<file path="src/rtl/nanosoc_rstctrl_pkg.sv">
// nanoSoC reset-request controller: shared constants and types.
package nanosoc_rstctrl_pkg;

    localparam int unsigned OFF_CTRL   = 32'h000;
    localparam int unsigned OFF_MASK   = 32'h004;
    localparam int unsigned OFF_CAUSE  = 32'h008;
    localparam int unsigned OFF_SWRST  = 32'h00C;
    localparam int unsigned OFF_STATUS = 32'h010;

    localparam logic [7:0] SWRST_KEY     = 8'h5A;
    localparam int         CAUSE_SW_BIT  = 16;
    localparam int         STRETCH_RESET = 16;

    typedef enum logic [1:0] {
        ST_IDLE   = 2'd0,
        ST_ASSERT = 2'd1,
        ST_HOLD   = 2'd2
    } state_e;

endpackage

</file>
<file path="src/rtl/nanosoc_rstctrl_apb_regs.sv">
// APB decode plus CTRL, MASK and sticky CAUSE registers.
module nanosoc_rstctrl_apb_regs
    import nanosoc_rstctrl_pkg::*;
#(
    parameter int NUM_SRC    = 4,
    parameter int STRETCH_W  = 8,
    parameter int APB_ADDR_W = 12,
    parameter int APB_DATA_W = 32,
    parameter logic [NUM_SRC-1:0] MASK_RESET = NUM_SRC'(4'hF)
) (
    input  logic                  clk,
    input  logic                  rst,
    input  logic                  psel,
    input  logic                  penable,
    input  logic                  pwrite,
    input  logic [APB_ADDR_W-1:0] paddr,
    input  logic [APB_DATA_W-1:0] pwdata,
    output logic [APB_DATA_W-1:0] prdata,
    output logic                  pslverr,
    input  logic [NUM_SRC-1:0]    cause_set,
    input  state_e                state,
    input  logic [STRETCH_W-1:0]  count,
    output logic [STRETCH_W-1:0]  stretch,
    output logic [NUM_SRC-1:0]    mask,
    output logic                  sw_req,
    output logic                  cause_valid
);

    logic [APB_ADDR_W-3:0] word;
    logic                  access;
    logic                  wr;
    logic                  rd;
    logic                  sel_ctrl;
    logic                  sel_mask;
    logic                  sel_cause;
    logic                  sel_swrst;
    logic                  sel_status;
    logic                  hit;
    logic [STRETCH_W-1:0]  stretch_q, stretch_d;
    logic [NUM_SRC-1:0]    mask_q, mask_d;
    logic [NUM_SRC-1:0]    hw_cause_q, hw_cause_d;
    logic                  sw_cause_q, sw_cause_d;
    logic [APB_DATA_W-1:0] rdata;
    logic                  unused_bits;

    assign word       = paddr[APB_ADDR_W-1:2];
    assign access     = psel & penable;
    assign wr         = access & pwrite;
    assign rd         = access & ~pwrite;
    assign sel_ctrl   = word == (APB_ADDR_W-2)'(OFF_CTRL >> 2);
    assign sel_mask   = word == (APB_ADDR_W-2)'(OFF_MASK >> 2);
    assign sel_cause  = word == (APB_ADDR_W-2)'(OFF_CAUSE >> 2);
    assign sel_swrst  = word == (APB_ADDR_W-2)'(OFF_SWRST >> 2);
    assign sel_status = word == (APB_ADDR_W-2)'(OFF_STATUS >> 2);
    assign hit        = sel_ctrl | sel_mask | sel_cause | sel_swrst | sel_status;
    assign pslverr    = access & ~hit;
    assign sw_req     = wr & sel_swrst & (pwdata[7:0] == SWRST_KEY);
    assign unused_bits = ^{paddr[1:0], pwdata};

    // New cause bits are OR-ed in after the W1C mask, so a set wins.
    always_comb begin
        stretch_d  = stretch_q;
        mask_d     = mask_q;
        hw_cause_d = hw_cause_q | cause_set;
        sw_cause_d = sw_cause_q | sw_req;
        if (wr & sel_ctrl)
            stretch_d = pwdata[8 +: STRETCH_W];
        if (wr & sel_mask)
            mask_d = pwdata[NUM_SRC-1:0];
        if (wr & sel_cause) begin
            hw_cause_d = (hw_cause_q & ~pwdata[NUM_SRC-1:0]) | cause_set;
            sw_cause_d = (sw_cause_q & ~pwdata[CAUSE_SW_BIT]) | sw_req;
        end
    end

    always_comb begin
        rdata = '0;
        unique case (1'b1)
            sel_ctrl:   rdata[8 +: STRETCH_W] = stretch_q;
            sel_mask:   rdata[NUM_SRC-1:0] = mask_q;
            sel_cause: begin
                rdata[NUM_SRC-1:0]  = hw_cause_q;
                rdata[CAUSE_SW_BIT] = sw_cause_q;
            end
            sel_status: begin
                rdata[1:0]          = state;
                rdata[16 +: STRETCH_W] = count;
            end
            default:    rdata = '0;
        endcase
    end

    always_ff @(posedge clk or posedge rst) begin
        if (rst) begin
            stretch_q  <= STRETCH_W'(STRETCH_RESET);
            mask_q     <= MASK_RESET;
            hw_cause_q <= '0;
            sw_cause_q <= 1'b0;
        end else begin
            stretch_q  <= stretch_d;
            mask_q     <= mask_d;
            hw_cause_q <= hw_cause_d;
            sw_cause_q <= sw_cause_d;
        end
    end

    assign prdata      = rd ? rdata : '0;
    assign stretch     = stretch_q;
    assign mask        = mask_q;
    assign cause_valid = (|hw_cause_q) | sw_cause_q;

endmodule

</file>
<file path="src/rtl/nanosoc_rstctrl_gen.sv">
// nanoSoC reset-request controller: trigger FSM and stretch counter.
module nanosoc_rstctrl_gen
    import nanosoc_rstctrl_pkg::*;
#(
    parameter int NUM_SRC    = 4,
    parameter int STRETCH_W  = 8,
    parameter int APB_ADDR_W = 12,
    parameter int APB_DATA_W = 32,
    parameter logic [NUM_SRC-1:0] MASK_RESET = NUM_SRC'(4'hF)
) (
    input  logic                  HCLK,
    input  logic                  HRESET,
    input  logic                  PSEL,
    input  logic                  PENABLE,
    input  logic                  PWRITE,
    input  logic [APB_ADDR_W-1:0] PADDR,
    input  logic [APB_DATA_W-1:0] PWDATA,
    output logic [APB_DATA_W-1:0] PRDATA,
    output logic                  PREADY,
    output logic                  PSLVERR,
    input  logic [NUM_SRC-1:0]    RST_SRC_REQ,
    output logic                  SYS_RESET_REQ,
    output logic                  RST_BUSY,
    output logic                  CAUSE_VALID
);

    state_e               state_q, state_d;
    logic [STRETCH_W-1:0] cnt_q, cnt_d;
    logic                 sys_req_q, sys_req_d;
    logic                 busy_q, busy_d;
    logic [STRETCH_W-1:0] stretch;
    logic [NUM_SRC-1:0]   mask;
    logic [NUM_SRC-1:0]   masked;
    logic                 sw_req;
    logic                 trig;

    assign PREADY = 1'b1;
    assign masked = RST_SRC_REQ & mask;
    assign trig   = (|masked) | sw_req;

    nanosoc_rstctrl_apb_regs #(
        .NUM_SRC    (NUM_SRC),
        .STRETCH_W  (STRETCH_W),
        .APB_ADDR_W (APB_ADDR_W),
        .APB_DATA_W (APB_DATA_W),
        .MASK_RESET (MASK_RESET)
    ) u_regs (
        .clk         (HCLK),
        .rst         (HRESET),
        .psel        (PSEL),
        .penable     (PENABLE),
        .pwrite      (PWRITE),
        .paddr       (PADDR),
        .pwdata      (PWDATA),
        .prdata      (PRDATA),
        .pslverr     (PSLVERR),
        .cause_set   (masked),
        .state       (state_q),
        .count       (cnt_q),
        .stretch     (stretch),
        .mask        (mask),
        .sw_req      (sw_req),
        .cause_valid (CAUSE_VALID)
    );

    always_comb begin
        state_d = state_q;
        cnt_d   = cnt_q;
        case (state_q)
            ST_IDLE: begin
                if (trig) begin
                    cnt_d   = (stretch == '0) ? STRETCH_W'(1) : stretch;
                    state_d = ST_ASSERT;
                end
            end
            ST_ASSERT: begin
                cnt_d = cnt_q - STRETCH_W'(1);
                if (cnt_q == STRETCH_W'(1))
                    state_d = ST_HOLD;
            end
            ST_HOLD: begin
                if (masked == '0)
                    state_d = ST_IDLE;
            end
            default: state_d = ST_IDLE;
        endcase
        // Outputs follow the next state so they line up with state_q.
        sys_req_d = (state_d == ST_ASSERT);
        busy_d    = (state_d != ST_IDLE);
    end

    always_ff @(posedge HCLK or posedge HRESET) begin
        if (HRESET) begin
            state_q   <= ST_IDLE;
            cnt_q     <= '0;
            sys_req_q <= 1'b0;
            busy_q    <= 1'b0;
        end else begin
            state_q   <= state_d;
            cnt_q     <= cnt_d;
            sys_req_q <= sys_req_d;
            busy_q    <= busy_d;
        end
    end

    assign SYS_RESET_REQ = sys_req_q;
    assign RST_BUSY      = busy_q;

endmodule

</file>
<file path="config.mk">
export PLATFORM = sky130hd
export DESIGN_NAME = nanosoc_rstctrl_gen
export DESIGN_NICKNAME = d
export VERILOG_FILES = /design/src/rtl/nanosoc_rstctrl_pkg.sv /design/src/rtl/nanosoc_rstctrl_apb_regs.sv /design/src/rtl/nanosoc_rstctrl_gen.sv
export SDC_FILE = /design/constraint.sdc
export NUM_CORES = 1
export LEC_CHECK = 0
export BUFFER_PORTS_ARGS = -buffer_cell sky130_fd_sc_hd__buf_2
export CAP_MARGIN = 15
export CORE_MARGIN = 2
export CORE_UTILIZATION = 48
export DETAILED_ROUTE_END_ITERATION = 12
export GPL_TIMING_DRIVEN = 0
export PLACE_DENSITY = 0.77
export SLEW_MARGIN = 0
export SYNTH_ARGS = -nofsm -noshare
export SYNTH_HDL_FRONTEND = slang
export SYNTH_HIERARCHICAL = 1
export SYNTH_SLANG_ARGS = --single-unit
</file>
<file path="constraint.sdc">
create_clock -name HCLK -period 3.4 [get_ports HCLK]
set_input_delay 0.68 -clock HCLK [delete_from_list [all_inputs] [get_ports HCLK]]
set_output_delay 0.68 -clock HCLK [all_outputs]
set_load 0.03 [all_outputs]
</file>
== Word-level counts from Yosys, hierarchy flattened ==
Index checks and enable logic that the tools add are counted.
Widths: inputs -> output; s select.
Cells by class
  reductions and logical operators: 9
  muxes and demuxes: 15
  bitwise logic cells: 26
  add/sub/neg operators: 1
  equality and inequality tests: 10
Operator list (count)
  $mux 24: 1
  $mux 8: 3
  $eq 10x2->1 const B: 2
  $pmux 8 s2: 1
  $pmux 2 s3: 2
  $and 1x1->1: 10
  $eq 10x1->1 const B: 1
  $eq 10x3->1 const B: 1
  $logic_not 10->1: 1
  $and 4x4->4: 2
  $eq 8x1->1 const B: 1
  $eq 8x7->1 const B: 1
  $logic_not 8->1: 1
  $or 1x1->1: 8
  $or 4x4->4: 2
  $reduce_or 4->1: 2
  $sub 8x1->8 const B: 1
  $mux 7: 1
  $mux 2: 3
  $eq 2x1->1 const B: 2
  $logic_not 4->1: 1
  $mux 4: 1
  $not 4->4: 1
  $pmux 2 s2: 1
  other kinds (8): 11
Storage, ports and cells
  bits of input ports: 53
  flip-flop bits (word level): 29
  word-level logic and storage cells: 69

== Depth between registers and ports, before layout ==
  depth in word-level cells: 8
  depth in mapped cells: 8

== Cells and area by module ==
The synthesis kept the hierarchy.
Modules (own cells, without submodules)
  nanosoc_rstctrl_apb_regs: cells each 136, sequential area each 431.7 µm², instances 1, area an instance 1306.3 µm²
  nanosoc_rstctrl_gen: cells each 93, sequential area each 300.3 µm², instances 1, area an instance 837.1 µm²

== Worst setup path before layout ==
OpenSTA, ideal clock, no wires.
  path type: input-to-output
  start point: input PADDR[7]
  end point: output PRDATA[11]
  arrival: 3.017 ns
  data required time: 2.720 ns
  stages on the path: 5
  slack: -0.297 ns
  path buffers: 2
  cell sequence: or4_4 > buf_6 > or4_4 > buf_6 > nor4b_1
Between the ends
  longest elaborated chain between the ends: 3
RTL lines
  from (decl): RTL line nanosoc_rstctrl_gen.sv:16  | input logic [APB_ADDR_W-1:0] PADDR,
  $logic_not 10->1: RTL line nanosoc_rstctrl_apb_regs.sv:50  | assign sel_ctrl = word == (APB_ADDR_W-2)'(OFF_CTRL >> 2);
  $mux 8: RTL line nanosoc_rstctrl_apb_regs.sv:78  | unique case (1'b1)
  $mux 24: RTL line nanosoc_rstctrl_apb_regs.sv:107  | assign prdata = rd ? rdata : '0;
  to (decl): RTL line nanosoc_rstctrl_gen.sv:18  | output logic [APB_DATA_W-1:0] PRDATA,
Every way passes these cells.

== Worst setup path in the final report ==
  start point: input PADDR[7]
  end point: output PRDATA[3]
Between the ends
  longest elaborated chain between the ends: 3
  elaborated cells between the ends (all ways): 4
RTL lines (RTL line)
  $eq 10x2->1 / $eq 10x1->1 (equally long branches): nanosoc_rstctrl_apb_regs.sv:52, nanosoc_rstctrl_apb_regs.sv:51
  $pmux 2 s2 (*): nanosoc_rstctrl_apb_regs.sv:78
  $mux 24 (*): nanosoc_rstctrl_apb_regs.sv:107
Every way passes the cells marked *; elsewhere a longest branch is shown, timed or not.

==> results.py <==
metrics = {
    "run_status": {
        "status": "finished, final reports clean",
    },
    "global_routing": {
        "grt_pass1_vias": 1979,
        "grt_util_met3": 0.0499,
        "use_met1": 0.290,
        "track_usage": 0.228,
        "use_met2": 0.391,
        "globalRouteOverflowTotal": 0,
        "grt_pass1_wl_um": 9050,
        "antenna_found_initial": 0,
        "top_usage_layer": "met2",
        "grt_max_degree": 18,
    },
    "synth": {
        "yosysTopAreaCellShare": 0.280,
        "ys_seq_area_frac": 0.342,
        "synth_area_per_cell_um2": 9.36,
        "synth_seq_cells": 29,
        "synth_cell_types": 56,
        "synth_area_leader_cell": "dfrtp_1",
        "synth_edf_count": 0,
        "synth_area_leaders": "dfrtp_1 (28%), dfstp_2 (6.1%), mux2_2 (5.3%), buf_4 (4.9%), nor3_2 (4.2%)",
        "synth_common_cells": "dfrtp_1 (24), nand2_1 (20), buf_4 (14), nor2_1 (14), inv_1 (13)",
        "syn_area_mm2": 0.00214,
        "async_flop_share": 1.00,
        "yosysMostFrequentCell": "dfrtp_1",
        "netlist_instances": 229,
        "ys.flop_type": "dfrtp_1",
        "synth_warnings": 6,
    },
    "clocking": {
        "cts_sinks": 29,
        "clk_pin_slew_worst_paths_ps": 60,
        "clockBufferDepth": 2,
        "htreeDepth": 2,
        "cts_tree": "built",
        "ctsRootBufferMaster": "clkbuf_8",
        "clk_latency_ps": 280,
        "cts_hold_buf": 0,
        "cts_made_buffers": 5,
    },
    "die": {
        "initial_core_util": 0.496,
        "coreArea_mm2": 0.00432,
        "pin_count": 90,
        "rows": 24,
        "die_width_um": 70.8,
        "fp.dieH_um": 70.8,
        "floorplan.die_area_mm2": 0.00502,
    },
    "setup_path": {
        "r2r_start": "cnt_q[0]$_DFFE_PP0P_",
        "startpoint": "PADDR[7]",
        "path_class": "primary input to primary output",
        "critPathMaxFanout": 10,
        "crit_arrival_ps": 2670,
        "crit_path_end_kind": "primary output",
        "required_ps": 2720,
        "start_kind": "primary input",
    },
    "finish": {
        "diodes": 0,
        "final_nets": 361,
        "drive_gt1_frac": 0.401,
        "area_delta_synth_final_pct": 23.6,
    },
    "sta": {
        "finalCriticalPeriod_ps": 3350,
        "worst_slew_pin_slew_ps": 766,
        "slew_viol_final": 0,
        "skew_ps": 5.01,
        "layout_setup_ws_ps": 54.8,
        "min_period_over_period": 0.984,
        "max_freq_mhz": 299,
        "relSlewSlack": 0.482,
        "setup_violations": 0,
        "finalHoldViolations": 0,
    },
    "power_and_ir_drop": {
        "swShare": 0.374,
        "p_clk_frac": 0.264,
        "seq_power_share": 0.395,
        "combPwrFrac": 0.342,
        "internal-power_uw": 742,
        "switchingPower_uw": 443,
        "power_mw": 1.18,
        "cellPowerDensity_mw_per_mm2": 447,
        "irDropWorstVdd_mv": 0.293,
        "total_leakage_power_nw": 1.19,
    },
    "flow_run": {
        "maxCapViolations": 0,
    },
    "place": {
        "io_buffers": 59,
        "dp_hpwl_um": 4150,
        "gp_congestion": 0.953,
        "place_ws_ps": 53.7,
    },
    "worst_hold_path": {
        "holdCritPathClass": "primary input to async pin",
    },
    "drt": {
        "drt_iter0_markers": 137,
        "routed_via_density": 5.62,
        "first_pass_iters": 4,
        "vias": 2018,
        "drt.antenna.violating_nets": 0,
        "drc_errors": 0,
        "drt-total-wl_um": 5360,
        "routedWlPerCell_um": 14.9,
    },
}
==> critical path, cell delays in order <==
cell    delay [ps]
buf_2          100
or4_4          520
buf_6          150
or4_4          520
buf_6          150
buf_6          150
nor3_2         160
buf_2          220
==> metal layers <==
layer | wire length [um] | part of all wire
met5 | 0 | 0
met4 | 62 | 0.012
met3 | 352 | 0.066
met2 | 2760 | 0.52
met1 | 2180 | 0.41
==> power groups by stage <==
stage / combinational, mW / clock, mW / sequential, mW
2_1_floorplan: 0.293 / 0 / 0.469
6_report: 0.405 / 0.312 / 0.468
4_1_cts: 0.401 / 0.318 / 0.466
3_3_place_gp: 0.388 / 0 / 0.472
3_5_place_dp: 0.396 / 0 / 0.472
5_1_grt: 0.452 / 0.334 / 0.477
==> state kept, by name, summed over array words and instances, names as in the netlist <==
| signal | flops |
|---|---|
| RST_BUSY | 1 |
| SYS_RESET_REQ | 1 |
| cnt_q | 8 |
| state_q | 2 |
| u_regs/hw_cause_q | 4 |
| u_regs/mask | 4 |
| u_regs/stretch | 8 |
| u_regs/sw_cause_q | 1 |
==> path summary, 6_finish.rpt <==
path | to | slack (ps) | depth (start not counted)
setup / recovery | PRDATA[3] | 50 | 8
max in group asynchronous | u_regs/stretch[2]$_DFFE_PP0P_ | 2440 | 2
setup reg to reg | cnt_q[6]$_DFFE_PP0P_ | 1490 | 6
hold / removal | cnt_q[1]$_DFFE_PP0P_ | 410 | 2
hold reg to reg | u_regs/stretch[0]$_DFFE_PP0P_ | 530 | 1
min in group HCLK | u_regs/stretch[0]$_DFFE_PP0P_ | 530 | 1
==> cell usage in the layout (no fill, tap or decap), drive strengths merged, types with 4 or more instances in the layout <==
cell type / instances
buf: 78
dfstp: 5
and2: 5
a21oi: 9
a22o: 4
nand3b: 7
nand2b: 5
nor4b: 6
nand2: 20
nor4: 10
conb: 13
a22oi: 4
nor3: 13
mux2: 13
or4: 4
dfrtp: 24
a31oi: 5
nor2: 14
inv: 13
clkbuf: 13
o21ai: 7
==> area by class of cell <==
class	count	area, um2
sequential	29	732
clock buffer	7	96.3
timing repair buffer	59	298
buffer	25	170
multi-input combinational	173	1230
clock inverter	1	5.00
inverter	13	48.8
fill	406	1680
tap	52	65.1
==> logic make-up after synthesis <==
family          share of synthesized area
simple gates                        0.316
compound gates                      0.152
buf+inv                             0.102
flops                               0.342
mux                                0.0730
fa+ha+maj                          0.0117
other cells                       0.00350
==> through the flow <==
stage	hold slack, ps	TNS (ps)	utilization	std cells	instance area (um2)
after floorplan	482	-2000	-	240	2180
after global placement	500	0	0.589	351	2540
after CTS	429	0	0.612	359	2650
after global routing	448	-6.00	0.613	359	2650
final	410	0	0.613	359	2650
after detailed placement	517	0	0.589	351	2540
==> what timing repair did <==
action	4_1_cts	5_1_grt
endpoints found under the setup margin	0	1
hold endpoints to repair	0	0
resized for setup	0	1
setup buffers	0	0
No activity file was read; power rests on OpenSTA's default activity.
